## config.mk

```make
export PLATFORM = sky130hd
export DESIGN_NAME = rdyack_packer
export DESIGN_NICKNAME = d
export VERILOG_FILES = /design/src/rtl/rdyack_packer.sv
export SDC_FILE = /design/constraint.sdc
export NUM_CORES = 1
export LEC_CHECK = 0
export ABC_AREA = 0
export CAP_MARGIN = 40
export CORE_ASPECT_RATIO = 0.8
export CORE_MARGIN = 1
export CORE_UTILIZATION = 48
export DETAILED_ROUTE_END_ITERATION = 6
export PLACE_DENSITY = 0.75
export SYNTH_ARGS = -nofsm -noshare
export SYNTH_HDL_FRONTEND = slang
export SYNTH_SLANG_ARGS = --single-unit
```

## constraint.sdc

```tcl
create_clock -name i_clk -period 2.11 [get_ports i_clk]
set_input_delay 0.3165 -clock i_clk [delete_from_list [all_inputs] [get_ports i_clk]]
set_output_delay 0.3165 -clock i_clk [all_outputs]
set_load 0.02 [all_outputs]
```

## src/rtl/rdyack_packer.sv

```systemverilog
// Packs NPACK consecutive BW-bit rdy/ack beats into one wide word; a beat with
// i_last closes the group early and yields a partial word (first beat in LSBs).
module rdyack_packer #(
  parameter int BW    = 8,
  parameter int NPACK = 4
) (
  input  logic                         i_clk,
  input  logic                         i_rst,
  input  logic                         src_rdy,
  output logic                         src_ack,
  input  logic [BW-1:0]                i_data,
  input  logic                         i_last,
  output logic                         dst_rdy,
  input  logic                         dst_ack,
  output logic [NPACK*BW-1:0]          o_data,
  output logic [$clog2(NPACK+1)-1:0]   o_cnt,
  output logic                         o_last
);

  localparam int CW = $clog2(NPACK + 1);

  if (NPACK < 2) begin : g_bad_npack
    $error("rdyack_packer: NPACK must be >= 2");
  end

  logic [(NPACK-1)*BW-1:0] acc_q, acc_d;
  logic [CW-1:0]           cnt_q, cnt_d;
  logic                    dst_rdy_q;
  logic [NPACK*BW-1:0]     o_data_q;
  logic [CW-1:0]           o_cnt_q;
  logic                    o_last_q;

  logic                    completing;
  logic                    out_free;
  logic [NPACK*BW-1:0]     pack_word;

  assign completing = src_rdy && ((cnt_q == CW'(NPACK - 1)) || i_last);
  assign out_free   = !dst_rdy_q || dst_ack;
  // Non-completing beats never touch the output register, so they are never stalled.
  assign src_ack    = src_rdy && (!completing || out_free);

  // Word presented on a completing beat: held lanes below cnt_q, the new beat
  // at lane cnt_q, zeros above.
  for (genvar gi = 0; gi < NPACK; gi++) begin : g_lane
    if (gi < NPACK - 1) begin : g_acc_lane
      assign pack_word[gi*BW +: BW] =
        (CW'(gi) <  cnt_q) ? acc_q[gi*BW +: BW] :
        (CW'(gi) == cnt_q) ? i_data             : '0;
    end else begin : g_top_lane
      assign pack_word[gi*BW +: BW] = (cnt_q == CW'(gi)) ? i_data : '0;
    end
  end

  always_comb begin
    acc_d = acc_q;
    cnt_d = cnt_q;
    if (src_ack) begin
      if (completing) begin
        acc_d = '0;
        cnt_d = '0;
      end else begin
        acc_d[cnt_q*BW +: BW] = i_data;
        cnt_d = cnt_q + CW'(1);
      end
    end
  end

  always_ff @(posedge i_clk or posedge i_rst) begin
    if (i_rst) begin
      acc_q     <= '0;
      cnt_q     <= '0;
      dst_rdy_q <= 1'b0;
      o_data_q  <= '0;
      o_cnt_q   <= '0;
      o_last_q  <= 1'b0;
    end else begin
      acc_q <= acc_d;
      cnt_q <= cnt_d;
      if (src_ack && completing) begin
        o_data_q  <= pack_word;
        o_cnt_q   <= cnt_q + CW'(1);
        o_last_q  <= i_last;
        dst_rdy_q <= 1'b1;
      end else if (dst_rdy_q && dst_ack) begin
        dst_rdy_q <= 1'b0;
      end
    end
  end

  assign dst_rdy = dst_rdy_q;
  assign o_data  = o_data_q;
  assign o_cnt   = o_cnt_q;
  assign o_last  = o_last_q;

endmodule
```

# --- Word-level counts from Yosys, hierarchy flattened ---
# Index checks and enable logic that the tools add are counted.
# W data, S select, Z words.
word_totals:
  register_bits: 64
  word_cells: 39
op_classes:
  n_addsub: 2
  n_lt_le_gt_ge: 3
  n_eq_ne: 3
  shifts: 2
  mux: 12
  n_reduce_logical: 11
op_table:
  columns: ["op", "count"]
  rows:
  - ["$mux W8", 7]
  - ["$neg A6 Y34", 1]
  - ["$shift A8 B34 Y24 const A", 1]
  - ["$shiftx A8 B34 Y24", 1]
  - ["$bwmux W24", 1]
  - ["$mux W24", 1]
  - ["$lt A1 B3 Y1 const A", 2]
  - ["$logic_and A1 B1 Y1", 4]
  - ["$add A3 B1 Y3 const B", 1]
  - ["$eq A1 B3 Y1 const A", 1]
  - ["$eq A2 B3 Y1 const A", 1]
  - ["$eq A3 B2 Y1 const B", 1]
  - ["$logic_not A3 Y1", 1]
  - ["$logic_or A1 B1 Y1", 3]
  - ["$lt A2 B3 Y1 const A", 1]
  - ["$mux W3", 1]
  - ["$logic_not A1 Y1", 2]
  - ["$mux W1", 2]
  - ["$reduce_bool A2 Y1", 1]

# --- Longest topological paths before layout ---
# Gate-level depths: netlist of run 1.
logic_depth:
  depth_word: 8
  ltp_mapped: 10
  ltp_nobuf: 6

# --- Least setup slack after synthesis of run 1 ---
# Ideal clock, no wire load.
synth_path:
  path_kind: "reg-to-reg"
  start: "reg cnt_q[0]"
  end: "reg acc_q[16]"
  setup_time_ps: 127
  arrival_time_ps: 2064
  required_ps: 1983
  path_slack_ps: -81
  path_stages_with_launch: 11
  n_path_buf: 4
  synth_period_minus_slack_ps: 2191
  path_cell_list: "dfrtp_1 buf_2 buf_2 inv_1 ha_1 ha_1 buf_2 and2b_1 nand4b_1 buf_6 mux2i_1"
synth_via:
  elab_chain_cells: 6
  elab_cells_between_ends: 11
synth_lines:
  columns: ["item", "line_no", "source"]
  rows:
  - ["start: declaration", "27", "logic [CW-1:0] cnt_q, cnt_d;"]
  - ["start signal: assignment", "78", "cnt_q <= cnt_d;"]
  - ["branches (longest 6 deep; another with $neg A6 Y34)", null, null]
  - ["end signal: assignment", "70", "acc_q <= '0;"]
  - ["end signal: assignment", "77", "acc_q <= acc_d;"]
  - ["end: declaration", "26", "logic [(NPACK-1)*BW-1:0] acc_q, acc_d;"]
# Parallel ways; which one is timed is not known.
# A chain may end at the register's enable or synchronous reset.

# --- Final worst setup path of run 1 ---
layout_path:
  start: "reg cnt_q[0]"
  end: "reg acc_q[7]"
# The elaborated chain is that of the path after synthesis.

==> flow_results.xml, run 1 <==
<?xml version="1.0" encoding="UTF-8"?>
<metrics>
  <group name="critical_path">
    <metric name="max_stage_delay" unit="ns">0.36</metric>
    <metric name="r2r_slack" unit="ns">0.12</metric>
    <metric name="critPathKind" unit="">flop to flop</metric>
    <metric name="critical-path-top-cell-by-count" unit="">sky130_fd_sc_hd__ha_1</metric>
    <metric name="critical_path.endpoint_type" unit="">flop</metric>
    <metric name="arrival" unit="ns">2.21</metric>
    <metric name="critPathMaxFanout" unit="">22</metric>
    <metric name="critical_path_required" unit="ns">2.33</metric>
    <metric name="cp-start-kind" unit="">flop</metric>
    <metric name="timing.critical_path.slowest_stage_cell" unit="">sky130_fd_sc_hd__dfrtp_1</metric>
    <metric name="worst_path_cell_chain" unit="">buf_6 &gt; inv_1 &gt; ha_1 &gt; ha_1 &gt; nor2_1 &gt; nand4_4 &gt; mux2i_1</metric>
  </group>
  <group name="synth">
    <metric name="syn_inst" unit="">303</metric>
    <metric name="yosys_register_bits" unit="">64</metric>
    <metric name="number_of_unique_standard_cell_types_used_by_synthesis" unit="">30</metric>
    <metric name="postSynth.asyncResetShare" unit="%">100</metric>
    <metric name="sequential_cell_area_fraction_in_the_yosys_report" unit="%">51.2</metric>
    <metric name="synth_top_flop_cell" unit="">sky130_fd_sc_hd__dfrtp_1</metric>
    <metric name="synth_nets" unit="">321</metric>
    <metric name="netlist_area_pre_place" unit="um^2">3130</metric>
    <metric name="syn-mean-instance-area" unit="um^2">10.3</metric>
    <metric name="synth-edff-count" unit="">0</metric>
    <metric name="synthesis.yosys.warnings" unit="">0</metric>
  </group>
  <group name="detailed_routing">
    <metric name="drcViolationCount" unit="">0</metric>
    <metric name="dr.pass1.iters" unit="">5</metric>
    <metric name="num_vias" unit="">2521</metric>
    <metric name="detail_route.wl_per_cell" unit="um">17.5</metric>
    <metric name="detail-route-antenna-nets" unit="">0</metric>
    <metric name="routed_wirelength" unit="mm">7.75</metric>
    <metric name="initial_detailed_routing_violation_count" unit="">322</metric>
    <metric name="vias_per_cell" unit="">5.70</metric>
  </group>
  <group name="cts">
    <metric name="ctsRootBufferMaster" unit="">sky130_fd_sc_hd__clkbuf_8</metric>
    <metric name="cts_tree" unit="">yes</metric>
    <metric name="numCtsBuffers" unit="">9</metric>
    <metric name="cts_htree_levels" unit="">3</metric>
    <metric name="clk_transition_reported_paths" unit="ns">0.07</metric>
    <metric name="insertion_delay" unit="ns">0.35</metric>
    <metric name="cts_hold_buffers" unit="">0</metric>
    <metric name="cts-root-to-sink-buffers" unit="">2</metric>
    <metric name="number_of_buffers_inserted_by_post_cts_setup_repair" unit="">0</metric>
    <metric name="clkSinkCount" unit="">64</metric>
  </group>
  <group name="floorplan">
    <metric name="core_area" unit="um^2">6100</metric>
    <metric name="die-width" unit="um">92.3</metric>
    <metric name="initial_core_util" unit="%">51.3</metric>
    <metric name="die_area" unit="um^2">6850</metric>
    <metric name="std_cell_rows" unit="">25</metric>
    <metric name="die-height" unit="um">74.2</metric>
    <metric name="pin_count" unit="">51</metric>
  </group>
  <group name="sta">
    <metric name="finalHoldViolations" unit="">0</metric>
    <metric name="finalWorstPathRequiredPeriod" unit="ns">1.99</metric>
    <metric name="setup_total_negative_slack" unit="ns">0</metric>
    <metric name="slew_headroom" unit="%">74.3</metric>
    <metric name="setup_viol" unit="">0</metric>
    <metric name="maxSlewViolCount" unit="">0</metric>
    <metric name="worst-slew-pin-transition" unit="ns">0.385</metric>
    <metric name="final.setup_skew" unit="ns">0.00593</metric>
    <metric name="unrepaired_setup_endpoints_after_global_routing" unit="">false</metric>
    <metric name="fmax" unit="MHz">504</metric>
    <metric name="period_share" unit="%">94.1</metric>
  </group>
  <group name="layout">
    <metric name="layout-area-overhead-vs-synth" unit="%">26.5</metric>
    <metric name="finish.utilization" unit="%">64.9</metric>
    <metric name="antenna-diode-count" unit="">0</metric>
    <metric name="layout.nets" unit="">374</metric>
    <metric name="final_layout_size_suffix_gt1_share" unit="%">11.9</metric>
  </group>
  <group name="grt">
    <metric name="grt.overflow.total" unit="">0</metric>
    <metric name="grt_antenna_before_repair" unit="">0</metric>
    <metric name="first_global_vias" unit="">2354</metric>
    <metric name="grt_start_max_net_pins" unit="">65</metric>
    <metric name="groute.usage.overall" unit="%">24.9</metric>
    <metric name="wire_length_of_the_first_global_routing_pass" unit="mm">12.4</metric>
  </group>
  <group name="placed_design">
    <metric name="port_buffers" unit="">50</metric>
    <metric name="finalWeightedCongestion" unit="">0.880</metric>
    <metric name="dp_hpwl" unit="mm">5.30</metric>
  </group>
  <group name="pwr">
    <metric name="power" unit="mW">3.84</metric>
    <metric name="p_leak" unit="nW">1.88</metric>
    <metric name="peakVddDrop" unit="mV">0.524</metric>
    <metric name="power_density" unit="nW/um^2">970</metric>
  </group>
  <group name="flow_run">
    <metric name="max_capacitance_violation_count" unit="">0</metric>
  </group>
  <group name="status">
    <metric name="status" unit="">finished clean</metric>
  </group>
  <group name="min_path">
    <metric name="timing.hold.worst.class" unit="">input pin to async pin</metric>
  </group>
</metrics>
## per-stage QoR
| stage | worst slack (ns) | cell area, um^2 | hold slack [ns] | instances |
|---|---|---|---|---|
| 6_report | 0.125 | 3960 | 0.357 | 442 |
| 5_1_grt | 0.00441 | 3960 | 0.380 | 442 |
| 4_1_cts | 0.00922 | 3960 | 0.362 | 442 |
| 3_5_place_dp | 0.0660 | 3760 | 0.492 | 426 |
| 3_3_place_gp | 0.110 | 3760 | 0.491 | 426 |
| 2_1_floorplan | 0.0397 | 3140 | 0.460 | 303 |
## flip-flops by register name, indices dropped and copies added, names as in the netlist
signal	cells
o_data	32
acc_q	24
cnt_q	3
o_cnt	3
dst_rdy	1
o_last	1
## where the power goes
group / internal, mW / total, mW / leakage, nW / switching [mW]
Clock: 0.607 / 1.06 / 0.103 / 0.451
Sequential: 1.42 / 1.53 / 0.871 / 0.111
Combinational: 0.540 / 1.25 / 0.906 / 0.713
Total: 2.57 / 3.84 / 1.88 / 1.27
## area by class of cell
cell class,count,area (um^2)
Inverter,12,45.0
Clock inverter,3,40.0
Tap cell,81,101
Sequential cell,64,1600
Fill cell,513,2140
Clock buffer,13,159
Multi-Input combinational cell,202,1360
Timing Repair Buffer,67,652
## Yosys cell counts (5+ instances only)
master / n / area (um^2)
sky130_fd_sc_hd__and2_1: 8 / 50.1
sky130_fd_sc_hd__dfrtp_1: 64 / 1600
sky130_fd_sc_hd__a31oi_1: 16 / 100
sky130_fd_sc_hd__o31a_1: 8 / 70.1
sky130_fd_sc_hd__buf_2: 7 / 35.0
sky130_fd_sc_hd__o21ai_0: 90 / 450
sky130_fd_sc_hd__nand2_1: 12 / 45.0
sky130_fd_sc_hd__mux2i_1: 32 / 320
sky130_fd_sc_hd__ha_1: 5 / 62.6
sky130_fd_sc_hd__o21a_1: 9 / 67.6
sky130_fd_sc_hd__clkbuf_1: 12 / 45.0
sky130_fd_sc_hd__inv_1: 12 / 45.0
## placed cells by master, fill, tap and decap left out, types with 2 or more instances in the layout
cell type,instances
sky130_fd_sc_hd__clkinv_2,2
sky130_fd_sc_hd__mux2i_1,32
sky130_fd_sc_hd__mux2_2,2
sky130_fd_sc_hd__nand2b_1,2
sky130_fd_sc_hd__nand4_4,2
sky130_fd_sc_hd__clkdlybuf4s50_1,49
sky130_fd_sc_hd__and2_1,8
sky130_fd_sc_hd__o31a_1,8
sky130_fd_sc_hd__o21ai_1,4
sky130_fd_sc_hd__nand2_1,12
sky130_fd_sc_hd__dfrtp_1,64
sky130_fd_sc_hd__clkbuf_8,11
sky130_fd_sc_hd__inv_1,11
sky130_fd_sc_hd__buf_12,2
sky130_fd_sc_hd__nor2_1,2
sky130_fd_sc_hd__ha_1,5
sky130_fd_sc_hd__o21ai_0,90
sky130_fd_sc_hd__o21a_1,9
sky130_fd_sc_hd__clkbuf_1,2
sky130_fd_sc_hd__a31oi_1,16
sky130_fd_sc_hd__buf_4,14
## routing by layer
metal / track usage (%) / vias up / routed length (um) / share of wire, %
met5: 0 / - / 0 / 0
met4: 8.33 / 0 / 113 / 1.5
met3: 6.44 / 13 / 515 / 6.6
met2: 37.1 / 90 / 3520 / 45
met1: 35.8 / 1222 / 3600 / 46
li1: - / 1196 / - / -
## worst paths after layout
path | endpoint | start | cells past startpoint
setup reg to reg | acc_q[7]$_DFFE_PP0P_ | cnt_q[0]$_DFFE_PP0P_ | 7
hold / removal | o_data[6]$_DFFE_PP0P_ | i_rst | 3
setup / recovery | acc_q[7]$_DFFE_PP0P_ | cnt_q[0]$_DFFE_PP0P_ | 7
hold reg to reg | o_data[15]$_DFFE_PP0P_ | o_data[15]$_DFFE_PP0P_ | 2
min in group i_clk | o_data[15]$_DFFE_PP0P_ | o_data[15]$_DFFE_PP0P_ | 2
max in group asynchronous | acc_q[9]$_DFFE_PP0P_ | i_rst | 3
## repair_timing
| action | CTS | global route |
|---|---|---|
| pin swaps | 0 | 0 |
| resized for setup | 1 | 3 |
| hold endpoints to repair | 0 | 0 |
| endpoints found under the setup margin | 1 | 18 |
## logic make-up after synthesis
group | after synthesis | share of synthesized area, %
simple gates | 33 | 7.08
flops | 64 | 51.2
compound gates | 130 | 23.4
buf+inv | 37 | 5.40
fa+ha+maj | 5 | 2.00
mux | 34 | 11.0
## critical path, delay by kind of cell (launching register included)
kind / cells / cell delay, ns
fa+ha+maj: 2 / 0.55
simple gates: 2 / 0.44
flops: 1 / 0.36
buf+inv: 2 / 0.32
mux: 1 / 0.19
Note: power is estimated with default switching activity, not from simulation.
==> run 2, diff against run 1 <==
- CELL_PAD_IN_SITES_DETAIL_PLACEMENT: not set -> 1
- CELL_PAD_IN_SITES_GLOBAL_PLACEMENT: not set -> 1
- CORE_UTILIZATION: 48 -> 37
- PLACE_DENSITY: 0.75 -> 0.74
==> run 2 against run 1 <==
Utilization fell by 14 points. Clock power rose by 20%. Flip-flop and latch count unchanged. Total power is 6.5% higher. Cell count increased by 6.3%. Critical path type unchanged. Routed wire length rose by 12%. Global-route usage fell by 3.9 points. Maximum frequency fell by 0.37%. Die area is 29% higher. First-iteration DRC count shrank 59%. Register-to-register slack about the same.
==> flow_results.xml, run 2 (synthesis results as in run 1) <==
<?xml version="1.0" encoding="UTF-8"?>
<metrics>
  <group name="sta">
    <metric name="fmax" unit="MHz">502</metric>
    <metric name="final.setup_skew" unit="ns">0.00534</metric>
    <metric name="finalWorstSetupSlack" unit="ns">0.118</metric>
    <metric name="period_share" unit="%">94.4</metric>
    <metric name="unrepaired_setup_endpoints_after_global_routing" unit="">false</metric>
    <metric name="finalHoldViolations" unit="">0</metric>
    <metric name="setup_viol" unit="">0</metric>
    <metric name="setup_total_negative_slack" unit="ns">0</metric>
    <metric name="worst-slew-pin-transition" unit="ns">0.439</metric>
    <metric name="slew_headroom" unit="%">70.5</metric>
    <metric name="finalWorstPathRequiredPeriod" unit="ns">1.99</metric>
    <metric name="maxSlewViolCount" unit="">0</metric>
  </group>
  <group name="floorplan">
    <metric name="std_cell_rows" unit="">29</metric>
    <metric name="die-height" unit="um">84.3</metric>
    <metric name="initial_core_util" unit="%">38.8</metric>
    <metric name="die_area" unit="um^2">8830</metric>
    <metric name="die-width" unit="um">105</metric>
    <metric name="pin_count" unit="">51</metric>
    <metric name="core_area" unit="um^2">8060</metric>
  </group>
  <group name="cts">
    <metric name="cts_hold_buffers" unit="">0</metric>
    <metric name="numCtsBuffers" unit="">9</metric>
    <metric name="number_of_buffers_inserted_by_post_cts_setup_repair" unit="">0</metric>
    <metric name="clkSinkCount" unit="">64</metric>
    <metric name="cts_tree" unit="">yes</metric>
    <metric name="cts-root-to-sink-buffers" unit="">2</metric>
    <metric name="cts_htree_levels" unit="">3</metric>
    <metric name="clk_transition_reported_paths" unit="ns">0.07</metric>
    <metric name="insertion_delay" unit="ns">0.35</metric>
    <metric name="ctsRootBufferMaster" unit="">sky130_fd_sc_hd__clkbuf_8</metric>
  </group>
  <group name="critical_path">
    <metric name="critical_path_required" unit="ns">2.37</metric>
    <metric name="critPathKind" unit="">flop to flop</metric>
    <metric name="arrival" unit="ns">2.26</metric>
    <metric name="worst_setup_sp" unit="">cnt_q[0]$_DFFE_PP0P_</metric>
    <metric name="critical_path.endpoint_type" unit="">flop</metric>
    <metric name="cp-endpoint" unit="">acc_q[6]$_DFFE_PP0P_</metric>
    <metric name="worst_r2r_startpoint" unit="">cnt_q[0]$_DFFE_PP0P_</metric>
    <metric name="r2r_slack" unit="ns">0.12</metric>
    <metric name="critPathMaxFanout" unit="">10</metric>
    <metric name="r2r.worst_path.cells" unit="">7</metric>
    <metric name="cp-start-kind" unit="">flop</metric>
    <metric name="timing.rr.end" unit="">acc_q[6]$_DFFE_PP0P_</metric>
  </group>
  <group name="pwr">
    <metric name="power.share.combinational" unit="%">31.9</metric>
    <metric name="p_leak" unit="nW">1.91</metric>
    <metric name="swShare" unit="%">32.7</metric>
    <metric name="clock_power_share" unit="%">31.0</metric>
    <metric name="power_density" unit="nW/um^2">1010</metric>
    <metric name="cell_internal_pwr" unit="mW">2.75</metric>
    <metric name="seq_power_share" unit="%">37.1</metric>
    <metric name="peakVddDrop" unit="mV">0.466</metric>
    <metric name="p_sw" unit="mW">1.34</metric>
  </group>
  <group name="status">
    <metric name="status" unit="">finished clean</metric>
  </group>
  <group name="layout">
    <metric name="largest_register_ff_count" unit="">32</metric>
    <metric name="fillCellCount" unit="">895</metric>
    <metric name="layout.cells.non_filler" unit="">470</metric>
    <metric name="antenna-diode-count" unit="">0</metric>
    <metric name="final_layout_size_suffix_gt1_share" unit="%">12.7</metric>
    <metric name="finish.utilization" unit="%">50.5</metric>
    <metric name="stdcell_area" unit="um^2">4070</metric>
    <metric name="multiInputGateArea" unit="um^2">1360</metric>
    <metric name="register_area" unit="um^2">1600</metric>
    <metric name="layout.cells.most_common_list" unit="">sky130_fd_sc_hd__o21ai_0, sky130_fd_sc_hd__dfrtp_1, sky130_fd_sc_hd__clkdlybuf4s50_1</metric>
    <metric name="layout-area-overhead-vs-synth" unit="%">29.9</metric>
    <metric name="layout.nets" unit="">375</metric>
    <metric name="mostFrequentLayoutCell" unit="">sky130_fd_sc_hd__o21ai_0</metric>
  </group>
  <group name="placed_design">
    <metric name="finalWeightedCongestion" unit="">0.789</metric>
    <metric name="dpl_cell_area" unit="um^2">3830</metric>
    <metric name="dp_hpwl" unit="mm">5.58</metric>
    <metric name="port_buffers" unit="">50</metric>
    <metric name="placed_cells" unit="">454</metric>
    <metric name="preCtsSetupSlack" unit="ns">0.0437</metric>
  </group>
  <group name="grt">
    <metric name="grt.overflow.total" unit="">0</metric>
    <metric name="wire_length_of_the_first_global_routing_pass" unit="mm">14.1</metric>
    <metric name="grt_antenna_before_repair" unit="">0</metric>
    <metric name="grt_start_max_net_pins" unit="">65</metric>
    <metric name="groute.usage.overall" unit="%">21.0</metric>
    <metric name="first_global_vias" unit="">2659</metric>
  </group>
  <group name="detailed_routing">
    <metric name="routed_wirelength" unit="mm">8.64</metric>
    <metric name="num_vias" unit="">2578</metric>
    <metric name="detail_route.wl_per_cell" unit="um">18.4</metric>
    <metric name="detail-route-antenna-nets" unit="">0</metric>
    <metric name="dr.pass1.iters" unit="">4</metric>
    <metric name="vias_per_cell" unit="">5.49</metric>
    <metric name="wl_met3" unit="um">458</metric>
    <metric name="initial_detailed_routing_violation_count" unit="">132</metric>
    <metric name="drcViolationCount" unit="">0</metric>
    <metric name="m1WireLength" unit="mm">4.08</metric>
    <metric name="wl_met2" unit="mm">3.98</metric>
    <metric name="dr.max_layer_used" unit="">met4</metric>
  </group>
  <group name="flow_run">
    <metric name="max_capacitance_violation_count" unit="">0</metric>
  </group>
  <group name="min_path">
    <metric name="timing.hold.worst.class" unit="">input pin to async pin</metric>
  </group>
</metrics>
-- run 2: cell types whose count changed in the layout (fill, tap and decap cells not counted) --
| cell | previous run | this run |
|---|---|---|
| sky130_fd_sc_hd__buf_4 | 14 | 13 |
| sky130_fd_sc_hd__bufinv_16 | 1 | 3 |
| sky130_fd_sc_hd__buf_12 | 2 | 4 |
| sky130_fd_sc_hd__clkbuf_1 | 2 | 1 |
| sky130_fd_sc_hd__nand2b_2 | 0 | 1 |
| sky130_fd_sc_hd__clkbuf_8 | 11 | 9 |
| sky130_fd_sc_hd__clkinvlp_4 | 0 | 1 |
| sky130_fd_sc_hd__nand2b_1 | 2 | 1 |
-- run 2: how the worst min path moves through the flow --
stage | from | end | slack, ns
4_1_cts | i_rst | o_data[27]$_DFFE_PP0P_ | 0.38
3_3_place_gp | o_data[27]$_DFFE_PP0P_ | o_data[27]$_DFFE_PP0P_ | 0.48
5_1_grt | i_rst | o_data[26]$_DFFE_PP0P_ | 0.41
2_1_floorplan | i_data[0] | o_data[24]$_DFFE_PP0P_ | 0.46
3_5_place_dp | o_data[27]$_DFFE_PP0P_ | o_data[27]$_DFFE_PP0P_ | 0.49
6_report | i_rst | o_data[27]$_DFFE_PP0P_ | 0.36
-- run 2: timing repair --
item / in CTS / in global routing
resized for setup: 1 / 4
pin swaps: 0 / 1
setup endpoints to repair: 1 / 28
endpoints found under the hold margin: 0 / 0
-- run 2: stage by stage --
| stage | total power [mW] | hold slack [ns] |
|---|---|---|
| 6_report | 4.09 | 0.361 |
| 5_1_grt | 4.29 | 0.409 |
| 4_1_cts | 4.13 | 0.379 |
| 3_5_place_dp | 2.85 | 0.492 |
| 3_3_place_gp | 2.82 | 0.478 |
| 2_1_floorplan | 2.27 | 0.460 |
-- run 2: power by group through the flow --
stage / registers, mW / logic (mW) / clock network, mW
CTS: 1.52 / 1.32 / 1.29
global route: 1.54 / 1.41 / 1.34
finish: 1.52 / 1.31 / 1.27
global placement: 1.53 / 1.28 / 0
detailed placement: 1.54 / 1.31 / 0
floorplan: 1.70 / 0.563 / 0
-- run 2: area by class of cell --
| class | count | share of cell area, % |
|---|---|---|
| Sequential cell | 64 | 39.4 |
| Inverter | 12 | 1.11 |
| Clock inverter | 6 | 2.65 |
| Clock buffer | 10 | 3.14 |
| Multi-Input combinational cell | 202 | 33.5 |
| Tap cell | 108 | 3.32 |
| Timing Repair Buffer | 68 | 16.8 |
-- run 2: worst max-delay path, cell delays in order (launching register included) --
cell,delay [ns]
sky130_fd_sc_hd__dfrtp_1,0.40
sky130_fd_sc_hd__ha_1,0.21
sky130_fd_sc_hd__ha_1,0.19
sky130_fd_sc_hd__buf_4,0.19
sky130_fd_sc_hd__nor3b_4,0.27
sky130_fd_sc_hd__buf_4,0.19
sky130_fd_sc_hd__nand4_4,0.22
sky130_fd_sc_hd__mux2i_1,0.24
-- run 2: layer usage --
| layer | vias to the layer above | track usage [%] |
|---|---|---|
| met5 | - | 0 |
| met4 | 0 | 6.66 |
| met3 | 11 | 6.06 |
| met2 | 71 | 32.3 |
| met1 | 1301 | 28.6 |
| li1 | 1195 | - |
